### config.mk
export PLATFORM = sky130hd
export DESIGN_NAME = counter_modn_bounded
export DESIGN_NICKNAME = d
export VERILOG_FILES = /design/src/rtl/clock_pkg.sv /design/src/rtl/counter_repeat_fsm.sv /design/src/rtl/counter_modn_bounded.sv
export SDC_FILE = /design/constraint.sdc
export NUM_CORES = 1
export LEC_CHECK = 0
export CORE_MARGIN = 2
export CORE_UTILIZATION = 48
export DETAILED_ROUTE_END_ITERATION = 6
export PLACE_DENSITY = 0.89
export SLEW_MARGIN = 20
export SYNTH_ARGS = -nofsm -noshare
export SYNTH_HDL_FRONTEND = slang
export SYNTH_HIERARCHICAL = 1
export SYNTH_SLANG_ARGS = --single-unit
### constraint.sdc
create_clock -name clk -period 5.3 [get_ports clk]
set_clock_uncertainty 0.1 [all_clocks]
set_input_delay 0.795 -clock clk [delete_from_list [all_inputs] [get_ports clk]]
set_output_delay 0.795 -clock clk [all_outputs]
set_load 0.05 [all_outputs]
### src/rtl/clock_pkg.sv
// Shared definitions for the alarm-clock counters: repeat FSM states,
// standard time-field ranges and the repeat tick-counter width helper.
package clock_pkg;

   typedef enum logic [1:0] {
      IDLE   = 2'd0,
      FIRST  = 2'd1,
      DELAY  = 2'd2,
      REPEAT = 2'd3
   } rep_state_t;

   localparam int SEC_MAX  = 59;
   localparam int MIN_MAX  = 59;
   localparam int HR12_MIN = 1;
   localparam int HR12_MAX = 12;

   localparam int REP_DLY_DEF = 8;
   localparam int REP_PER_DEF = 2;

   // The tick counter only ever holds 0 .. max(dly, per)-1.
   function automatic int tick_cnt_w(input int dly, input int per);
      int m;
      m = (dly > per) ? dly : per;
      return (m < 2) ? 1 : $clog2(m);
   endfunction

   localparam int TICK_W = tick_cnt_w(REP_DLY_DEF, REP_PER_DEF);

endpackage

### src/rtl/counter_repeat_fsm.sv
// Auto-repeat engine: turns a held set-button into single-cycle step pulses
// (one on press, one after REP_DLY ticks, then one every REP_PER ticks).
module counter_repeat_fsm
   import clock_pkg::*;
#(
   parameter int REP_DLY = 8,
   parameter int REP_PER = 2
) (
   input  logic clk,
   input  logic reset_n,
   input  logic tick,
   input  logic btn_up,
   input  logic btn_dn,
   output logic rep_up,
   output logic rep_dn
);

   localparam int CW = tick_cnt_w(REP_DLY, REP_PER);
   localparam logic [CW-1:0] DLY_LAST = CW'(REP_DLY - 1);
   localparam logic [CW-1:0] PER_LAST = CW'(REP_PER - 1);

   rep_state_t      state_reg, state_next;
   logic [CW-1:0]   cnt_reg, cnt_next;
   logic            dir_reg, dir_next;
   logic            btn_reg;
   logic            btn;
   logic            pulse;

   // Both buttons high reads as "no button", which forces an exit.
   assign btn = btn_up ^ btn_dn;

   always_ff @(posedge clk or negedge reset_n) begin
      if (!reset_n) begin
         state_reg <= IDLE;
         cnt_reg   <= '0;
         dir_reg   <= 1'b0;
         btn_reg   <= 1'b0;
      end else begin
         state_reg <= state_next;
         cnt_reg   <= cnt_next;
         dir_reg   <= dir_next;
         btn_reg   <= btn;
      end
   end

   always_comb begin
      state_next = state_reg;
      cnt_next   = cnt_reg;
      dir_next   = dir_reg;
      pulse      = 1'b0;
      case (state_reg)
         IDLE: begin
            cnt_next = '0;
            if (btn && !btn_reg) begin
               state_next = FIRST;
               dir_next   = btn_up;
            end
         end
         FIRST: begin
            if (!btn) begin
               state_next = IDLE;
            end else begin
               pulse      = 1'b1;
               state_next = DELAY;
               cnt_next   = '0;
            end
         end
         DELAY: begin
            if (!btn) begin
               state_next = IDLE;
            end else if (tick) begin
               if (cnt_reg == DLY_LAST) begin
                  pulse      = 1'b1;
                  state_next = REPEAT;
                  cnt_next   = '0;
               end else begin
                  cnt_next = cnt_reg + CW'(1);
               end
            end
         end
         REPEAT: begin
            if (!btn) begin
               state_next = IDLE;
            end else if (tick) begin
               if (cnt_reg == PER_LAST) begin
                  pulse    = 1'b1;
                  cnt_next = '0;
               end else begin
                  cnt_next = cnt_reg + CW'(1);
               end
            end
         end
         default: state_next = IDLE;
      endcase
   end

   assign rep_up = pulse &  dir_reg;
   assign rep_dn = pulse & ~dir_reg;

endmodule

### src/rtl/counter_modn_bounded.sv
// Bounded [MIN, MAX] up/down counter with wrap or saturate, clamped load and
// same-cycle carry/borrow for cascading. AUTO_REPEAT_EN adds the button repeat engine.
module counter_modn_bounded
   import clock_pkg::*;
#(
   parameter int W       = 6,
   parameter int MIN     = 0,
   parameter int MAX     = SEC_MAX,
   parameter int WRAP    = 1,
   parameter int REP_DLY = REP_DLY_DEF,
   parameter int REP_PER = REP_PER_DEF
) (
   input  logic         clk,
   input  logic         reset_n,
   input  logic         en,
   input  logic         up,
   input  logic         down,
   input  logic         load,
   input  logic [W-1:0] data,
`ifdef AUTO_REPEAT_EN
   input  logic         tick,
   input  logic         btn_up,
   input  logic         btn_dn,
`endif
   output logic [W-1:0] count,
   output logic         carry,
   output logic         borrow,
   output logic         at_min,
   output logic         at_max
);

   localparam logic [W-1:0] LO = W'(MIN);
   localparam logic [W-1:0] HI = W'(MAX);
   localparam logic         WRAP_EN = (WRAP != 0);

   if (!(MIN >= 0 && MIN < MAX && MAX < (2 ** W))) begin : g_bad_range
      $error("counter_modn_bounded: need 0 <= MIN < MAX < 2**W");
   end
   if (REP_DLY < 1 || REP_PER < 1) begin : g_bad_repeat
      $error("counter_modn_bounded: REP_DLY and REP_PER must be at least 1");
   end

   logic         rep_up, rep_dn;
   logic         inc, dec;
   logic [W-1:0] count_reg, count_next;
   logic [W-1:0] data_clamped;

`ifdef AUTO_REPEAT_EN
   counter_repeat_fsm #(
      .REP_DLY (REP_DLY),
      .REP_PER (REP_PER)
   ) u_repeat (
      .clk     (clk),
      .reset_n (reset_n),
      .tick    (tick),
      .btn_up  (btn_up),
      .btn_dn  (btn_dn),
      .rep_up  (rep_up),
      .rep_dn  (rep_dn)
   );
`else
   assign rep_up = 1'b0;
   assign rep_dn = 1'b0;
`endif

   assign inc    = (en & up)   | rep_up;
   assign dec    = (en & down) | rep_dn;
   assign at_min = (count_reg == LO);
   assign at_max = (count_reg == HI);
   assign carry  = inc & ~dec & ~load & at_max & WRAP_EN;
   assign borrow = dec & ~inc & ~load & at_min & WRAP_EN;
   assign count  = count_reg;

   // Compare before use so out-of-range loads never reach the register.
   assign data_clamped = (data < LO) ? LO : ((data > HI) ? HI : data);

   always_comb begin
      count_next = count_reg;
      if (load) begin
         count_next = data_clamped;
      end else if (inc && dec) begin
         count_next = count_reg;
      end else if (inc) begin
         if (at_max) count_next = WRAP_EN ? LO : count_reg;
         else        count_next = count_reg + W'(1);
      end else if (dec) begin
         if (at_min) count_next = WRAP_EN ? HI : count_reg;
         else        count_next = count_reg - W'(1);
      end
   end

   always_ff @(posedge clk or negedge reset_n) begin
      if (!reset_n) count_reg <= LO;
      else          count_reg <= count_next;
   end

endmodule

==> metrics.md <==
| Metric | Value |
|---|---|
| Tmin final | `3.61 ns` |
| Fmax | `277 MHz` |
| DR iter-0 viols | `34` |
| Port bufs | `21` |
| Setup TNS | `0 ns` |
| R2R depth | `7` |
| Slowest-stage cell, CP | `clkdlybuf4s50_1` |
| Post-synth top cells | `9 x nand2_1, 9 x nor2_1, 6 x dfrtp_1` |
| CTS Buf Count | `3` |
| Syn_nets | `102` |
| Clock slew at the register clock pins of the worst setup and hold paths | `0.05 ns` |
| Largest net degree at the start of global routing | `17` |
| Largest cells by area after synthesis | `dfrtp_1 23%, ha_1 5.7%, nand2_1 5.1%, nor2_1 5.1%, xor2_1 4.0%` |
| Drt total wl | `1810 microns` |
| Synth unique cells | `36` |
| Outcome | `complete, no violations` |
| First-pass GRT wire length | `2750 microns` |
| Crit path DAT | `2.72 ns` |
| CP required | `4.41 ns` |
| Area Growth Syn to Fin | `33.6%` |
| Top delay family on crit path | `buffers and inverters` |
| Core ar. | `1300 sq um` |
| Slew headroom | `0.653` |
| Final Cycle Share | `0.681` |
| Ys flop type | `dfrtp_1` |
| Vias/cell | `6.21` |
| Row Count | `13` |
| Utilization after layout | `0.680` |
| CTS Root Cell | `clkbuf_4` |
| Max reg flops | `6` |
| Crit path depth | `5` |
| Max incr delay on CP | `0.83 ns` |
| CP startpoint kind | `primary input` |
| Leak Pwr | `0.338 nW` |
| Die area | `1690 sq um` |
| Non-Filler Instances | `121` |
| Setup ws final | `1.69 ns` |
| Drt drc | `0` |
| Fill count | `116` |
| Sequential share of power | `0.328` |
| Num ports | `22` |
| Global route overflow | `0` |
| Cells along the critical path | `clkdlybuf4s50_1 > and2_0 > nand2_1 > nor3_1 > clkdlybuf4s50_1` |
| Post-DP HPWL | `1360 microns` |
| R2R Path End | `count[2]$_DFFE_PN0P_` |
| Type of the most critical hold path | `reg -> reg` |
| Comb pwr share | `0.473` |
| EDFF count, synth | `0` |
| Area share of the largest cell type after synthesis | `0.227` |
| Ys Warns | `6` |
| Fraction of registers with async set/reset | `1.00` |
| Pwr dens | `249 nW/um^2` |
| Critical path class | `in -> out` |
| NetSw | `97.8 uW` |
| Cts repair resizes | `0` |
| Worst setup path startpoint | `en` |
| Switch share | `0.443` |
| Vias in the first global route | `670` |
| Vias | `752` |
| Hold-fix buffers, CTS | `0` |
| Antenna Cells | `0` |
| Internal | `123 uW` |
| Buf+Inv Stages, Crit Path | `2` |
| Share of cells above drive strength 1 | `0.0566` |
| Reg2Reg Launch Point | `count[0]$_DFFE_PN0P_` |
| H-Tree Depth | `1` |
| Die W | `41.1 microns` |
| Slew Viols, Final | `0` |
| DRT antenna net count | `0` |
| Setup Buffers After CTS | `0` |
| DR pass1 iterations | `4` |
| Unrepaired setup endpoints after global routing | `false` |
| Setup Viol. Count Final | `0` |
| Largest area contributor in the netlist | `dfrtp_1` |
| Worst reg2reg setup slack | `3.17 ns` |
| Post-DR wirelength/cell | `15.0 microns` |
| Post-Syn Area per Cell | `7.61 sq um` |
| All-layer global routing usage | `0.251` |
| Synthesized flop and latch total | `6` |
| Placed cells | `118` |
| Clock insertion delay at the later pin of the skew report | `0.25 ns` |
| Clock sinks | `6` |
| Post-Synthesis Cells | `87` |
| Initial core utilization | `0.509` |
| Sequential area share after synthesis | `0.227` |
| Maxcap violations | `0` |
| Peak VDD IR | `0.177 mV` |
| Final Net Count | `123` |
| Worst slew pin tran | `0.520 ns` |
| CP most frequent cell | `clkdlybuf4s50_1` |
| CTS tree | `done` |
| Final hold vios | `0` |
| Pre-CTS WS | `1.72 ns` |
| Critical path endpoint category | `output pin` |
| Mapped cell area | `662 sq um` |
| Clock Power Share | `0.199` |
| Crit path capture | `carry` |
| Global placement routability congestion | `0.845` |
| Die height | `41.1 microns` |
| Bufs on Longest Clock Path | `2` |
| Initial antenna violation count | `0` |
| Worst Path Max Fanout | `5` |
==> kinds of logic (layout without fill, tap and decap cells) <==
logic type	count (synthesis)	in the layout	synth area share
mux	2	2	0.0321
simple gates	37	37	0.295
flops	6	6	0.227
xor+xnor	4	4	0.0529
fa+ha+maj	3	3	0.0567
buf+inv	9	28	0.0662
compound gates	26	26	0.270
==> per-layer routing <==
layer	wire length, microns	vias up	track usage
li1	-	360	-
met1	711	344	0.292
met2	936	42	0.441
met3	106	6	0.0326
met4	54	0	0.129
met5	0	-	0
==> cells in the final DEF, fill, tap and decap left out, drive strengths merged, types with 4 or more instances in the layout <==
cell type / instances
nor2: 9
a21oi: 5
o21ai: 5
nand3: 5
clkdlybuf4s50: 21
inv: 4
nor3: 6
nand2: 9
dfrtp: 6
==> power groups by stage <==
stage               clock network (mW)  registers, mW  logic (mW)
global route                    0.0481         0.0736       0.112
detailed placement                   0         0.0724       0.104
finish                          0.0439         0.0722       0.104
CTS                             0.0433         0.0715       0.104
global placement                     0         0.0719       0.101
floorplan                            0         0.0829      0.0598
==> cell type report <==
cell class	count	area (sq um)	share of cell area
clock buffers	3	22.5	0.0255
inverters	4	15.0	0.0170
multi-input cells	72	468	0.529
flip-flops and latches	6	150	0.170
well taps	15	18.8	0.0212
repair buffers	21	210	0.238
==> worst min path at each step <==
stage	start	cells past startpoint	endpoint
finish	count[1]$_DFFE_PN0P_	2	count[1]$_DFFE_PN0P_
global route	count[1]$_DFFE_PN0P_	2	count[1]$_DFFE_PN0P_
CTS	count[1]$_DFFE_PN0P_	2	count[1]$_DFFE_PN0P_
detailed placement	count[1]$_DFFE_PN0P_	2	count[1]$_DFFE_PN0P_
global placement	count[1]$_DFFE_PN0P_	2	count[1]$_DFFE_PN0P_
floorplan	reset_n	0	count[0]$_DFFE_PN0P_
==> through the flow <==
stage,instance area (sq um),total power [mW],hold WS [ns]
final,885,0.220,0.657
after detailed placement,862,0.176,0.646
after CTS,885,0.219,0.652
after floorplan,662,0.143,0.399
after global placement,862,0.173,0.642
after global routing,885,0.233,0.672
==> worst reg2reg max path, cell delays in order (launching register included) <==
cell       delay (ns)
dfrtp_1          0.50
inv_1            0.13
ha_1             0.16
nor2b_1          0.25
a21oi_1          0.09
mux2_2           0.31
a2111oi_2        0.35
a211oi_1         0.07
Power figures use the tool's default switching activity.
